<file path="config.mk">
export PLATFORM = sky130hd
export DESIGN_NAME = stepper_axis_flat
export DESIGN_NICKNAME = d
export VERILOG_FILES = /design/src/rtl/stepper_axis_if.sv /design/src/rtl/stepper_axis.sv /design/src/flat_wrapper.sv
export SDC_FILE = /design/constraint.sdc
export NUM_CORES = 1
export LEC_CHECK = 0
export CAP_MARGIN = 0
export CORE_ASPECT_RATIO = 1.75
export CORE_MARGIN = 3
export CORE_UTILIZATION = 60
export DETAILED_ROUTE_END_ITERATION = 10
export GPL_TIMING_DRIVEN = 0
export HOLD_SLACK_MARGIN = 0.03
export PLACE_DENSITY = 0.89
export SLEW_MARGIN = 20
export SYNTH_ARGS = -nofsm -noshare
export SYNTH_HDL_FRONTEND = slang
export SYNTH_SLANG_ARGS = --single-unit
</file>
<file path="constraint.sdc">
create_clock -name clk -period 5.7 [get_ports clk]
set_input_delay 0.57 -clock clk [delete_from_list [all_inputs] [get_ports clk]]
set_output_delay 0.57 -clock clk [all_outputs]
set_load 0.005 [all_outputs]
</file>
<file path="src/rtl/stepper_axis_if.sv">
// Move-command handshake bundle for the stepper axis.
// The master offers a command and the slave accepts it with ready.
interface stepper_axis_if #(
    parameter int CNT_W = 16,
    parameter int DIV_W = 8
);
    logic             cmd_valid;
    logic             cmd_ready;
    logic [CNT_W-1:0] cmd_steps;
    logic             cmd_dir;
    logic [DIV_W-1:0] cmd_half;

    modport master (
        output cmd_valid, cmd_steps, cmd_dir, cmd_half,
        input  cmd_ready
    );

    modport slave (
        input  cmd_valid, cmd_steps, cmd_dir, cmd_half,
        output cmd_ready
    );
endinterface

</file>
<file path="src/rtl/stepper_axis.sv">
// Single-axis step/dir pulse generator with direction setup time,
// abort handling and a wrapping signed position counter.
module stepper_axis #(
    parameter int CNT_W     = 16,
    parameter int DIV_W     = 8,
    parameter int POS_W     = 32,
    parameter int DIR_SETUP = 8
) (
    input  logic             clk,
    input  logic             rst_n,
    stepper_axis_if.slave    cmd,
    input  logic             abort,
    output logic             step,
    output logic             dir,
    output logic             busy,
    output logic             done,
    output logic [POS_W-1:0] position
);
    localparam int TMR_W = (DIV_W > 8) ? DIV_W : 8;

    typedef enum logic [2:0] {
        IDLE, SETUP, HIGH, LOW, FINISH
    } state_t;

    state_t           state_q, state_d;
    logic [TMR_W-1:0] tmr_q, tmr_d;
    logic [CNT_W-1:0] rem_q, rem_d;
    logic [DIV_W-1:0] half_q, half_d;
    logic             dir_q, dir_d;
    logic             abt_q, abt_d;
    logic             step_q, step_d;
    logic             done_q, done_d;
    logic [POS_W-1:0] pos_q, pos_d;
    logic [TMR_W-1:0] tmr_half;
    logic [POS_W-1:0] pos_inc;

    assign tmr_half = TMR_W'(half_q) - TMR_W'(1);
    // +1 or all-ones (-1) depending on direction
    assign pos_inc  = {{(POS_W-1){~dir_q}}, 1'b1};

    always_comb begin
        state_d = state_q;
        tmr_d   = tmr_q;
        rem_d   = rem_q;
        half_d  = half_q;
        dir_d   = dir_q;
        abt_d   = abt_q;
        pos_d   = pos_q;
        unique case (state_q)
            IDLE: begin
                if (cmd.cmd_valid) begin
                    half_d = (cmd.cmd_half == '0) ? DIV_W'(1) : cmd.cmd_half;
                    rem_d  = cmd.cmd_steps;
                    abt_d  = 1'b0;
                    if (cmd.cmd_steps == '0) begin
                        state_d = FINISH;
                    end else begin
                        dir_d   = cmd.cmd_dir;
                        tmr_d   = TMR_W'(DIR_SETUP - 1);
                        state_d = SETUP;
                    end
                end
            end
            SETUP: begin
                if (abort) begin
                    state_d = FINISH;
                end else if (tmr_q == '0) begin
                    state_d = HIGH;
                    tmr_d   = tmr_half;
                    pos_d   = pos_q + pos_inc;
                end else begin
                    tmr_d = tmr_q - TMR_W'(1);
                end
            end
            HIGH: begin
                // an abort here only takes effect once the pulse is complete
                if (abort) abt_d = 1'b1;
                if (tmr_q == '0) begin
                    state_d = (abort || abt_q) ? FINISH : LOW;
                    tmr_d   = tmr_half;
                end else begin
                    tmr_d = tmr_q - TMR_W'(1);
                end
            end
            LOW: begin
                if (abort) begin
                    state_d = FINISH;
                end else if (tmr_q == '0) begin
                    rem_d = rem_q - CNT_W'(1);
                    if (rem_q == CNT_W'(1)) begin
                        state_d = FINISH;
                    end else begin
                        state_d = HIGH;
                        tmr_d   = tmr_half;
                        pos_d   = pos_q + pos_inc;
                    end
                end else begin
                    tmr_d = tmr_q - TMR_W'(1);
                end
            end
            FINISH: state_d = IDLE;
            default: state_d = IDLE;
        endcase
        step_d = (state_d == HIGH);
        done_d = (state_d == FINISH);
    end

    always_ff @(posedge clk or negedge rst_n) begin
        if (!rst_n) begin
            state_q <= IDLE;
            tmr_q   <= '0;
            rem_q   <= '0;
            half_q  <= '0;
            dir_q   <= 1'b0;
            abt_q   <= 1'b0;
            step_q  <= 1'b0;
            done_q  <= 1'b0;
            pos_q   <= '0;
        end else begin
            state_q <= state_d;
            tmr_q   <= tmr_d;
            rem_q   <= rem_d;
            half_q  <= half_d;
            dir_q   <= dir_d;
            abt_q   <= abt_d;
            step_q  <= step_d;
            done_q  <= done_d;
            pos_q   <= pos_d;
        end
    end

    assign cmd.cmd_ready = (state_q == IDLE);
    assign busy     = (state_q == SETUP) || (state_q == HIGH) || (state_q == LOW);
    assign step     = step_q;
    assign done     = done_q;
    assign dir      = dir_q;
    assign position = pos_q;
endmodule

</file>
<file path="src/flat_wrapper.sv">
// flat-port wrapper written by rule: the top's interface ports become plain ports
module stepper_axis_flat 
#(
    parameter int CNT_W     = 16,
    parameter int DIV_W     = 8,
    parameter int POS_W     = 32,
    parameter int DIR_SETUP = 8
)
  (clk, rst_n, abort, step, dir, busy, done, position, cmd_cmd_valid, cmd_cmd_steps, cmd_cmd_dir, cmd_cmd_half, cmd_cmd_ready);
  stepper_axis_if #(.CNT_W(CNT_W), .DIV_W(DIV_W)) cmd_i ();
  input  logic clk;
  input  logic rst_n;
  input  logic abort;
  output logic step;
  output logic dir;
  output logic busy;
  output logic done;
  output logic [POS_W-1:0] position;
  input wire logic [$bits(cmd_i.cmd_valid)-1:0] cmd_cmd_valid;
  input wire logic [$bits(cmd_i.cmd_steps)-1:0] cmd_cmd_steps;
  input wire logic [$bits(cmd_i.cmd_dir)-1:0] cmd_cmd_dir;
  input wire logic [$bits(cmd_i.cmd_half)-1:0] cmd_cmd_half;
  output wire logic [$bits(cmd_i.cmd_ready)-1:0] cmd_cmd_ready;
  assign cmd_i.cmd_valid = cmd_cmd_valid;
  assign cmd_i.cmd_steps = cmd_cmd_steps;
  assign cmd_i.cmd_dir = cmd_cmd_dir;
  assign cmd_i.cmd_half = cmd_cmd_half;
  assign cmd_cmd_ready = cmd_i.cmd_ready;
  stepper_axis #(.CNT_W(CNT_W), .DIV_W(DIV_W), .POS_W(POS_W), .DIR_SETUP(DIR_SETUP)) u_core (.clk(clk), .rst_n(rst_n), .cmd(cmd_i), .abort(abort), .step(step), .dir(dir), .busy(busy), .done(done), .position(position));
endmodule
</file>
==> results by group, run 1 <==
Status
  – Status: completed

Cells and area
  – Post-Route Utilization: 0.760
  – Layout cells sized above 1: 0.0621
  – Final Cell Area: between 0.006 and 0.007 mm²
  – Leading cell type in the layout, fill and taps excluded: o21ai_0
  – Commonest non-fill, non-tap cells in the layout: o21ai_0, dfrtp_1, nand2_1
  – Number of fill cells: approximately 600
  – Ant diodes: 0
  – Area Growth Syn to Fin: 21.3%
  – Nets: 750

Floorplan
  – # IOs: 66
  – DIE AREA: 0.00962 mm²
  – Die W: around 75 µm
  – Die span in y: between 100 and 150 µm
  – Row count: 43
  – Core Area: slightly above 0.008 mm²
  – Initial Util: 0.627

Clocking
  – CTS tree: built
  – Clk sinks: a little over 70
  – Skew-Pair Late Insertion Delay: 0.34 ns
  – Longest Clk Path Bufs: 2
  – Post-CTS Setup Inserts: 0
  – CTS Root Cell: clkbuf_16
  – Clk pin slew, worst setup/hold paths: approximately 0.060 ns
  – Post-CTS sizing: 0
  – Total CTS buffers: 9
  – CTS Hold Buffers Added: 0
  – H-tree depth: 3

Power
  – Combinational power share: 0.643
  – Reg power frac: 0.225
  – Clock power frac: 0.133
  – Static Leak: approximately 0.0027 µW
  – Sw Pwr: between 1500 and 2000 µW
  – Internal cell power: around 2300 µW
  – Peak supply drop: between 300 and 400 µV
  – Switch share: 0.460
  – PD cells: between 600 and 700 mW/mm²

Yosys
  – Sequential-to-total area share from yosys stat: 0.351
  – Async set-reset flop share out of synthesis: 1.00
  – Predominant post-synthesis flop cell: dfrtp_1
  – Area leader, netlist: dfrtp_1
  – Syn_nets: between 600 and 700
  – Synth top area share: 0.351
  – Distinct cells, synth: 55
  – Top post-synthesis cells by area: dfrtp_1, ha_1, o21ai_0, a21oi_1, nand2_1
  – Syn Inst Count: 610
  – Post-Syn Area per Cell: 8.30 µm²
  – Mapped Area: 0.00506 mm²
  – Yosys warns: 0
  – Flops & latches, synth: just over 70
  – Number of synthesized flops with an enable pin: 0

Placement
  – Buffers added on ports: 65
  – Placed cell area: around 0.0058 mm²
  – Place WS: 1.84 ns
  – Routability congestion estimate: around 0.96
  – Dpl hpwl: a little over 10 mm

STA
  – Total Negative Setup Slacks: 0 ns
  – Hold_ws: roughly 0.18 ns
  – Min Tclk post-route: 3.57 ns
  – Worst Tran Pin Value: ~0.8 ns
  – Fmax: approximately 0.28 GHz
  – Tcrit/Tclk final: 0.625
  – Final hold vios: 0
  – Post-layout worst setup margin: 2.13 ns
  – Clock Skew: roughly 0.0067 ns
  – RSZ-0062 raised after global routing: false
  – Final Setup Violations: 0
  – Worst slew margin: 0.454
  – Final slew viol count: 0

Setup path
  – Required @ worst endpoint: between 5 and 6 ns
  – CP Cell Sequence: inv_2 > ha_1 > clkbuf_1 > a21oi_1 > o21a_1 > o21a_1 > o211ai_1 > a211oi_1 > o211ai_1 > mux2i_1 > xnor2_1
  – Critical Path End Type: flip-flop
  – CP arrival: about 3.8 ns
  – CP max stage delay: 0.54 ns
  – Crit path max fanout: 31
  – Cell with the largest stage delay on the worst path: a211oi_1
  – Setup CP Type: reg2reg
  – Kind of start point of the critical path: flip-flop

Routing
  – DRC violations left: 0
  – Via Count: 4,964
  – Iteration-0 DRC count of the detailed router: 250
  – Routed Antenna Nets: 0
  – Vias per inst: ~6.3
  – Final Routed Wirelength: 13.6 mm
  – Drt wl/cell: 17.4 µm
  – DR pass1 iterations: 7

Global route
  – Vias in the first global route: 5,007
  – Initial antenna violation count: 0
  – First-pass GRT wire length: 22.4 mm
  – Total grt overflow: 0
  – Gr usage total: 0.296
  – Largest net degree at the start of global routing: 38

Worst hold path
  – Worst Hold Class: in2async

Job
  – # Max-Cap Violations: 0
## synth_stat cells, types with 3 or more instances
library cell / instances
ha_1: 33
nor3_1: 13
a211o_1: 3
buf_2: 4
o21a_1: 6
xor2_1: 13
clkbuf_1: 25
xnor2_1: 18
mux2_2: 8
a31oi_1: 8
a211oi_1: 9
or3_1: 6
nor4_1: 9
or2_2: 3
and3_1: 8
nand2_1: 66
o211ai_1: 9
a21oi_1: 58
a21o_1: 17
nand4_1: 9
dfrtp_1: 71
o21ai_0: 77
o22ai_1: 3
nand3_1: 14
mux2i_1: 5
nand2b_1: 6
inv_1: 17
o21bai_1: 4
nor2_1: 49
nor2b_1: 4
## sequential cells by signal (all words and copies together), names as in the netlist
register / flops
u_core.state_q: 3
u_core.abt_q: 1
u_core.tmr_q: 8
u_core.dir: 1
u_core.position: 32
u_core.half_q: 8
u_core.rem_q: 16
u_core.done: 1
u_core.step: 1
## logic make-up after synthesis
group,Yosys count,synth area share
mux,14,0.0307
fa+ha+maj,34,0.0855
simple gates,198,0.187
xor+xnor,31,0.0536
compound gates,213,0.252
flops,71,0.351
buf+inv,49,0.0403
## per-layer routing
layer / up-vias / wire length [µm] / global-route usage
met5: - / 0 / 0
met1: 2358 / 5110 / 0.312
met2: 181 / 7400 / 0.536
met4: 0 / 631 / 0.166
li1: 2370 / - / -
met3: 55 / 453 / 0.0394
## worst max-delay path, delay by kind of cell (launching register included)
family	cells	cell delay, ns
buffers and inverters	2	0.69
xor gates and xnor gates	1	0.15
DFF	1	0.47
AOI/OAI and AO/OA	6	1.52
muxes	1	0.29
adders and majority gates	1	0.34
## path summary, 6_finish.rpt
path                                           from             endpoint  slack, ns  cells past startpoint
worst max-delay path                     u_core.dir  u_core.position[31]       2.13                     11
worst min-delay path                          rst_n  u_core.position[12]       0.18                      1
worst max register to register           u_core.dir  u_core.position[31]       2.13                     11
worst min register to register  u_core.position[31]  u_core.position[31]       0.48                      1
max in group asynchronous                     rst_n  u_core.position[19]       4.94                      2
min in group clk                u_core.position[31]  u_core.position[31]       0.48                      1
## per-stage QoR
stage,instances,power [µW]
CTS,782,4180
floorplan,610,2800
global placement,765,3490
global route,782,4550
detailed placement,766,3590
finish,782,4200
## power by group through the flow
stage	clock (µW)	combinational [µW]	sequential, µW
4_1_cts	563	2680	938
3_5_place_dp	0	2650	943
2_1_floorplan	0	1900	900
6_report	557	2700	943
5_1_grt	582	3000	973
3_3_place_gp	0	2560	929
## layout make-up
type                       count  area (µm²)  area share
clock buffer                  13         280      0.0457
multi-input combinational    490        3080       0.502
timing repair buffer          66         668       0.109
tap                           90         113      0.0183
clock inverter                 3        15.0     0.00245
inverter                      17        63.8      0.0104
sequential                    71        1780       0.289
buffer                        32         140      0.0228
(Power assumes the default switching activity.)
==> inputs of run 2 (changes only) <==
Settings changed: CORE_UTILIZATION 60 to 56, PLACE_DENSITY 0.89 to 0.84.
Clock period 5.7 ns to 3.3 ns, I/O delays scaled along.
==> run 2 against run 1 <==
First-iteration DRC count increased by 35%. Die area grew 6.7%. Clock skew decreased by 0.0016 ns. Fmax grew 16%. Via count rose by 1.2%. Global-route usage down 2.7 points. Sequential power is 73% higher. Wire length is 0.67% lower. Critical path type unchanged. Largest cell class unchanged. Largest power group unchanged.
==> results by group, run 2 (synthesis results as in run 1) <==
STA
  – Worst slew margin: 0.489 (was 0.454)
  – Min Tclk post-route: 3.07 ns (was 3.57 ns)
  – Final slew viol count: 0 (unchanged)
  – Tcrit/Tclk final: 0.929 (was 0.625)
  – Final hold vios: 0 (unchanged)
  – Worst Tran Pin Value: 0.747 ns (was 0.798 ns)
  – Clock Skew: 0.00510 ns (was 0.00670 ns)
  – RSZ-0062 raised after global routing: false (unchanged)
  – Fmax: 0.326 GHz (was 0.280 GHz)
  – Final Setup Violations: 0 (unchanged)
  – Hold_ws: 0.467 ns (was 0.179 ns)

Placement
  – Buffers added on ports: 65 (unchanged)
  – Dpl hpwl: 9.88 mm (was 10.2 mm)
  – Placed cell area: 0.00588 mm² (was 0.00584 mm²)
  – DP Cell Count: 793 (was 766)
  – Routability congestion estimate: 0.955 (was 0.956)

Routing
  – DRC violations left: 0 (unchanged)
  – Via Count: 5,024 (was 4,964)
  – Vias per inst: 6.12 (was 6.35)
  – Drt wl/cell: 16.4 µm (was 17.4 µm)
  – Iteration-0 DRC count of the detailed router: 337 (was 250)
  – Routed Antenna Nets: 0 (unchanged)
  – DR pass1 iterations: 5 (was 7)
  – Final Routed Wirelength: 13.5 mm (was 13.6 mm)

Global route
  – Initial antenna violation count: 0 (unchanged)
  – Gr usage total: 0.269 (was 0.296)
  – Total grt overflow: 0 (unchanged)
  – Vias in the first global route: 4,975 (was 5,007)
  – First-pass GRT wire length: 22.5 mm (was 22.4 mm)
  – Largest net degree at the start of global routing: 42 (was 38)

Clocking
  – Skew-Pair Late Insertion Delay: 0.34 ns (about the same)
  – CTS Root Cell: clkbuf_16 (unchanged)
  – H-tree depth: 3 (unchanged)
  – Clk pin slew, worst setup/hold paths: 0.06 ns (about the same)
  – Clk sinks: 71 (unchanged)
  – CTS tree: built (unchanged)
  – Total CTS buffers: 9 (unchanged)
  – Longest Clk Path Bufs: 2 (unchanged)

Cells and area
  – Ant diodes: 0 (unchanged)
  – Final Cell Area: 0.00632 mm² (was 0.00614 mm²)
  – Number of fill cells: 662 (was 599)
  – Largest register FFs: 32 (unchanged)
  – Area Growth Syn to Fin: 24.9% (was 21.3%)
  – Layout cells sized above 1: 0.0824 (was 0.0621)
  – Post-route non-filler standard cell count: 821 (was 782)
  – Commonest non-fill, non-tap cells in the layout: o21ai_0, dfrtp_1, nand2_1 (unchanged)
  – Nets: 762 (was 750)
  – Leading cell type in the layout, fill and taps excluded: o21ai_0 (unchanged)

Setup path
  – Crit path max-delay family: compound AO/OA/AOI/OAI gates (unchanged)
  – Setup CP Type: reg2reg (unchanged)
  – CP Buf/Inv Count: 3 (was 2)
  – R2R Path Start: u_core.dir (unchanged)
  – FF-to-FF path depth: 12 (was 11)
  – R2r endpoint: u_core.position[30] (was u_core.position[31])
  – Crit path depth: 12 (was 11)
  – CP Cell Sequence: clkinvlp_4 > buf_4 > ha_1 > clkbuf_1 > a21o_1 > a21o_1 > a211oi_1 > a32oi_2 > a21oi_2 > o211ai_1 > xnor2_1 > o21ai_0 (was inv_2 > ha_1 > clkbuf_1 > a21oi_1 > o21a_1 > o21a_1 > o211ai_1 > a211oi_1 > o211ai_1 > mux2i_1 > xnor2_1)
  – CP arrival: 3.28 ns (was 3.82 ns)
  – Cell with the largest stage delay on the worst path: dfrtp_2 (was a211oi_1)
  – CP max stage delay: 0.42 ns (was 0.54 ns)
  – Crit path max fanout: 8 (was 31)
  – Kind of start point of the critical path: flip-flop (unchanged)
  – R2R setup slack: 0.23 ns (was 2.13 ns)
  – Required @ worst endpoint: 3.52 ns (was 5.96 ns)
  – Critical Path End Type: flip-flop (unchanged)
  – CP most frequent cell: a21o_1

Floorplan
  – Die W: 77.9 µm (was 75.4 µm)
  – DIE AREA: 0.0103 mm² (was 0.00962 mm²)
  – # IOs: 66 (unchanged)
  – Row count: 45 (was 43)
  – Core Area: 0.00873 mm² (was 0.00807 mm²)
  – Die span in y: 132 µm (was 127 µm)
  – Initial Util: 0.580 (was 0.627)

Status
  – Status: completed (unchanged)

Power
  – Peak supply drop: 546 µV (was 333 µV)
  – Static Leak: 0.00271 µW (was 0.00265 µW)
  – Overall Power: 7540 µW (was 4200 µW)
  – PD cells: 1190 mW/mm² (was 684 mW/mm²)

Worst hold path
  – Worst Hold Class: in2async (unchanged)

Job
  – # Max-Cap Violations: 0 (unchanged)
==> run 2: changes by cell type in the layout (fill, tap and decap cells not counted), moves of 2 or more <==
cell / delta
buf_4: +10
clkbuf_8: -3
clkinvlp_4: +3
bufinv_16: +2
clkinv_2: -2
==> run 2: repair_timing <==
item	4_1_cts	5_1_grt
hold buffers	1	0
pin swaps	0	1
resized for setup	4	4
setup endpoints to repair	16	6
setup buffers	3	7
cloned	1	0
hold endpoints to repair	30	0
==> run 2: stage by stage <==
stage	TNS (ns)	worst slack, ns	utilization
after floorplan	0	0.325	-
after detailed placement	-4.22	-0.544	0.673
after global routing	0	0.0408	0.724
after global placement	-44.05	-0.577	0.671
final	0	0.234	0.724
after CTS	0	0.117	0.716
==> run 2: power by group <==
| part | leakage, µW | total (µW) | switching [µW] | internal (µW) |
|---|---|---|---|---|
| logic | 0.00170 | 4850 | 2650 | 2200 |
| clock network | 0.000156 | 1060 | 377 | 682 |
| registers | 0.000854 | 1630 | 370 | 1260 |
| total | 0.00271 | 7540 | 3400 | 4140 |
==> run 2: layout make-up <==
| cell class | count | area, µm² | area share |
|---|---|---|---|
| timing repair buffer | 77 | 753 | 0.119 |
| inverter | 17 | 67.6 | 0.0107 |
| sequential | 71 | 1780 | 0.281 |
| clock buffer | 11 | 243 | 0.0384 |
| multi-input combinational | 490 | 3100 | 0.491 |
| timing repair inverter | 1 | 7.51 | 0.00119 |
| clock inverter | 5 | 81.3 | 0.0129 |
| buffer | 32 | 140 | 0.0222 |
| tap | 117 | 146 | 0.0232 |
==> run 2: metal layers <==
metal	global-route usage	up-vias	part of all wire
met3	0.0390	48	0.047
met4	0.132	0	0.035
met5	0	-	0
li1	-	2402	-
met2	0.502	196	0.55
met1	0.287	2378	0.37
==> run 2: worst max path at each step <==
stage               startpoint             endpoint  slack [ns]
finish              u_core.dir  u_core.position[30]        0.23
CTS                 u_core.dir  u_core.position[31]        0.12
floorplan           u_core.dir  u_core.position[29]        0.32
detailed placement  u_core.dir  u_core.position[31]       -0.54
global placement         rst_n      u_core.rem_q[2]       -0.58
global route        u_core.dir  u_core.position[30]        0.04
==> run 2: worst register-to-register path: cells and delay by family (launching register included) <==
family                   cells  cell delay, ns
flip-flops                   1            0.42
AO/OA/AOI/OAI                7            1.49
buffers and inverters        3            0.58
XOR/XNOR                     1            0.17
adder cells (fa/ha/maj)      1            0.29
==> inputs of run 3 (changes only) <==
Clock period 3.3 ns to 3.35 ns, I/O delays scaled along.
==> run 3 against run 2 <==
Sequential power about the same. Combinational power is 3% lower. Setup slack lost 0.073 ns. Global-route usage barely moved. Final cell count decreased by 0.61%. Cell area fell by 0.59%. Flip-flop and latch count unchanged. Critical path depth is the same. Power shrank 2.1%. Via count decreased by 0.58%. Non-clock buffer count down 5. Wire length fell by 0.33%. Critical path type unchanged. Largest cell class unchanged. Highest routed layer unchanged.
==> results by group, run 3 (synthesis results as in run 1) <==
Cells and area
  – Register area: 0.00178 mm² (unchanged)
  – Multi-input gate area: 0.00310 mm² (unchanged)
  – Number of fill cells: 662 (unchanged)
  – Largest register FFs: 32 (unchanged)
  – Area Growth Syn to Fin: 24.1% (was 24.9%)
  – Layout cells sized above 1: 0.0758 (was 0.0824)
  – Leading cell type in the layout, fill and taps excluded: o21ai_0 (unchanged)
  – Ant diodes: 0 (unchanged)
  – Commonest non-fill, non-tap cells in the layout: o21ai_0, dfrtp_1, nand2_1 (unchanged)
  – Nets: 757 (was 762)
  – Post-Route Utilization: 0.720 (was 0.724)

Setup path
  – Critical Path End Type: flip-flop (unchanged)
  – R2R setup slack: 0.16 ns (was 0.23 ns)
  – Kind of start point of the critical path: flip-flop (unchanged)
  – Required @ worst endpoint: 3.61 ns (was 3.52 ns)
  – R2r endpoint: u_core.position[30] (unchanged)
  – CP arrival: 3.44 ns (was 3.28 ns)
  – R2R Path Start: u_core.dir (unchanged)
  – Setup CP Type: reg2reg (unchanged)
  – Crit path max fanout: 8 (unchanged)
  – FF-to-FF path depth: 12 (unchanged)

Power
  – Peak supply drop: 526 µV (was 546 µV)
  – Static Leak: 0.00268 µW (was 0.00271 µW)
  – PD cells: 1170 mW/mm² (was 1190 mW/mm²)

Worst hold path
  – Worst Hold Class: in2async (unchanged)

STA
  – RSZ-0062 raised after global routing: true (was false)
  – Min Tclk post-route: 3.19 ns (was 3.07 ns)
  – Final slew viol count: 0 (unchanged)
  – Final hold vios: 0 (unchanged)
  – Clock Skew: 0.00565 ns (was 0.00510 ns)
  – Tcrit/Tclk final: 0.952 (was 0.929)
  – Worst slew margin: 0.500 (was 0.489)
  – Worst Tran Pin Value: 0.731 ns (was 0.747 ns)
  – Fmax: 0.314 GHz (was 0.326 GHz)
  – Post-layout worst setup margin: 0.161 ns (was 0.234 ns)
  – Final Setup Violations: 0 (unchanged)

Status
  – Status: completed (unchanged)

Placement
  – Place WS: -0.494 ns (was -0.544 ns)
  – Dpl hpwl: 9.88 mm (unchanged)
  – Buffers added on ports: 65 (unchanged)
  – Routability congestion estimate: 0.955 (unchanged)

Routing
  – Via Count: 4,995 (was 5,024)
  – DRC violations left: 0 (unchanged)
  – Vias per inst: 6.12 (about the same)
  – Drt wl/cell: 16.5 µm (was 16.4 µm)
  – Iteration-0 DRC count of the detailed router: 331 (was 337)
  – Final Routed Wirelength: 13.5 mm (about the same)
  – Routed Antenna Nets: 0 (unchanged)
  – DR pass1 iterations: 5 (unchanged)

Clocking
  – H-tree depth: 3 (unchanged)
  – Total CTS buffers: 9 (unchanged)
  – Skew-Pair Late Insertion Delay: 0.34 ns (about the same)
  – Clk pin slew, worst setup/hold paths: 0.06 ns (about the same)
  – CTS Root Cell: clkbuf_16 (unchanged)
  – Longest Clk Path Bufs: 2 (unchanged)
  – Clk sinks: 71 (unchanged)
  – CTS tree: built (unchanged)

Floorplan
  – Core Area: 0.00873 mm² (unchanged)
  – Row count: 45 (unchanged)
  – Die span in y: 132 µm (unchanged)
  – Initial Util: 0.580 (unchanged)
  – # IOs: 66 (unchanged)
  – DIE AREA: 0.0103 mm² (unchanged)
  – Die W: 77.9 µm (unchanged)

Global route
  – Vias in the first global route: 4,974 (was 4,975)
  – Initial antenna violation count: 0 (unchanged)
  – First-pass GRT wire length: 22.5 mm (about the same)
  – Total grt overflow: 0 (unchanged)
  – Largest net degree at the start of global routing: 42 (unchanged)
  – Gr usage total: 0.269 (about the same)

Job
  – # Max-Cap Violations: 0 (unchanged)
==> run 3: cell count changes in the layout (fill, tap and decap cells not counted), sizes merged <==
cell,delta
buf,-5
==> run 3: timing repair <==
item / CTS / global route
buffers inserted: 3 / 2
endpoints found under the hold margin: 30 / 0
endpoints found under the setup margin: 15 / 10
gates resized for setup: 3 / 5
hold buffers: 1 / 0
pin swaps: 0 / 1
cloned: 1 / 0
==> run 3: report_power, final <==
| group | internal (µW) | switching [µW] |
|---|---|---|
| clock network | 672 | 372 |
| logic | 2130 | 2590 |
| registers | 1240 | 375 |
| total | 4040 | 3340 |
==> run 3: per-layer routing <==
layer | up-vias | routed length (µm) | track usage
li1 | 2389 | - | -
met1 | 2355 | 4940 | 0.287
met2 | 200 | 7370 | 0.501
met3 | 51 | 620 | 0.0390
met4 | 0 | 525 | 0.132
met5 | - | 0 | 0
==> run 3: critical path, stage by stage (launching register included) <==
cell and delay (ns):
dfrtp_2 0.50, clkinvlp_4 0.20, buf_4 0.20, ha_1 0.29, clkbuf_1 0.22, a21o_1 0.26, a21o_1 0.19, a211oi_1 0.29
a32oi_2 0.21, a21oi_2 0.30, o211ai_1 0.17, xnor2_1 0.15, o21ai_0 0.15
==> run 3: area by class of cell <==
class,count,share of cell area
clock buffer,11,0.0386
inverter,17,0.0108
sequential,71,0.283
tap,117,0.0233
timing repair buffer,72,0.114
clock inverter,5,0.0129
buffer,32,0.0223
multi-input combinational,490,0.494
timing repair inverter,1,0.00119
==> run 3: through the flow <==
stage	hold WS [ns]	total power, µW	std cells	setup TNS, ns	cell area [µm²]
floorplan	0.0394	4760	610	0	5060
CTS	0.479	7260	814	0	6250
global placement	0.457	5920	792	-40.17	5860
global route	0.505	7990	816	-0.0465	6280
detailed placement	0.293	6100	793	-3.49	5880
finish	0.467	7380	816	0	6280
==> run 3: how the worst max path moves through the flow <==
| stage | to | from | slack (ns) |
|---|---|---|---|
| 6_report | u_core.position[30] | u_core.dir | 0.16 |
| 5_1_grt | u_core.position[30] | u_core.dir | -0.05 |
| 4_1_cts | u_core.position[31] | u_core.dir | 0.01 |
| 3_5_place_dp | u_core.position[31] | u_core.dir | -0.49 |
| 3_3_place_gp | u_core.rem_q[2] | rst_n | -0.53 |
| 2_1_floorplan | u_core.position[29] | u_core.dir | 0.37 |
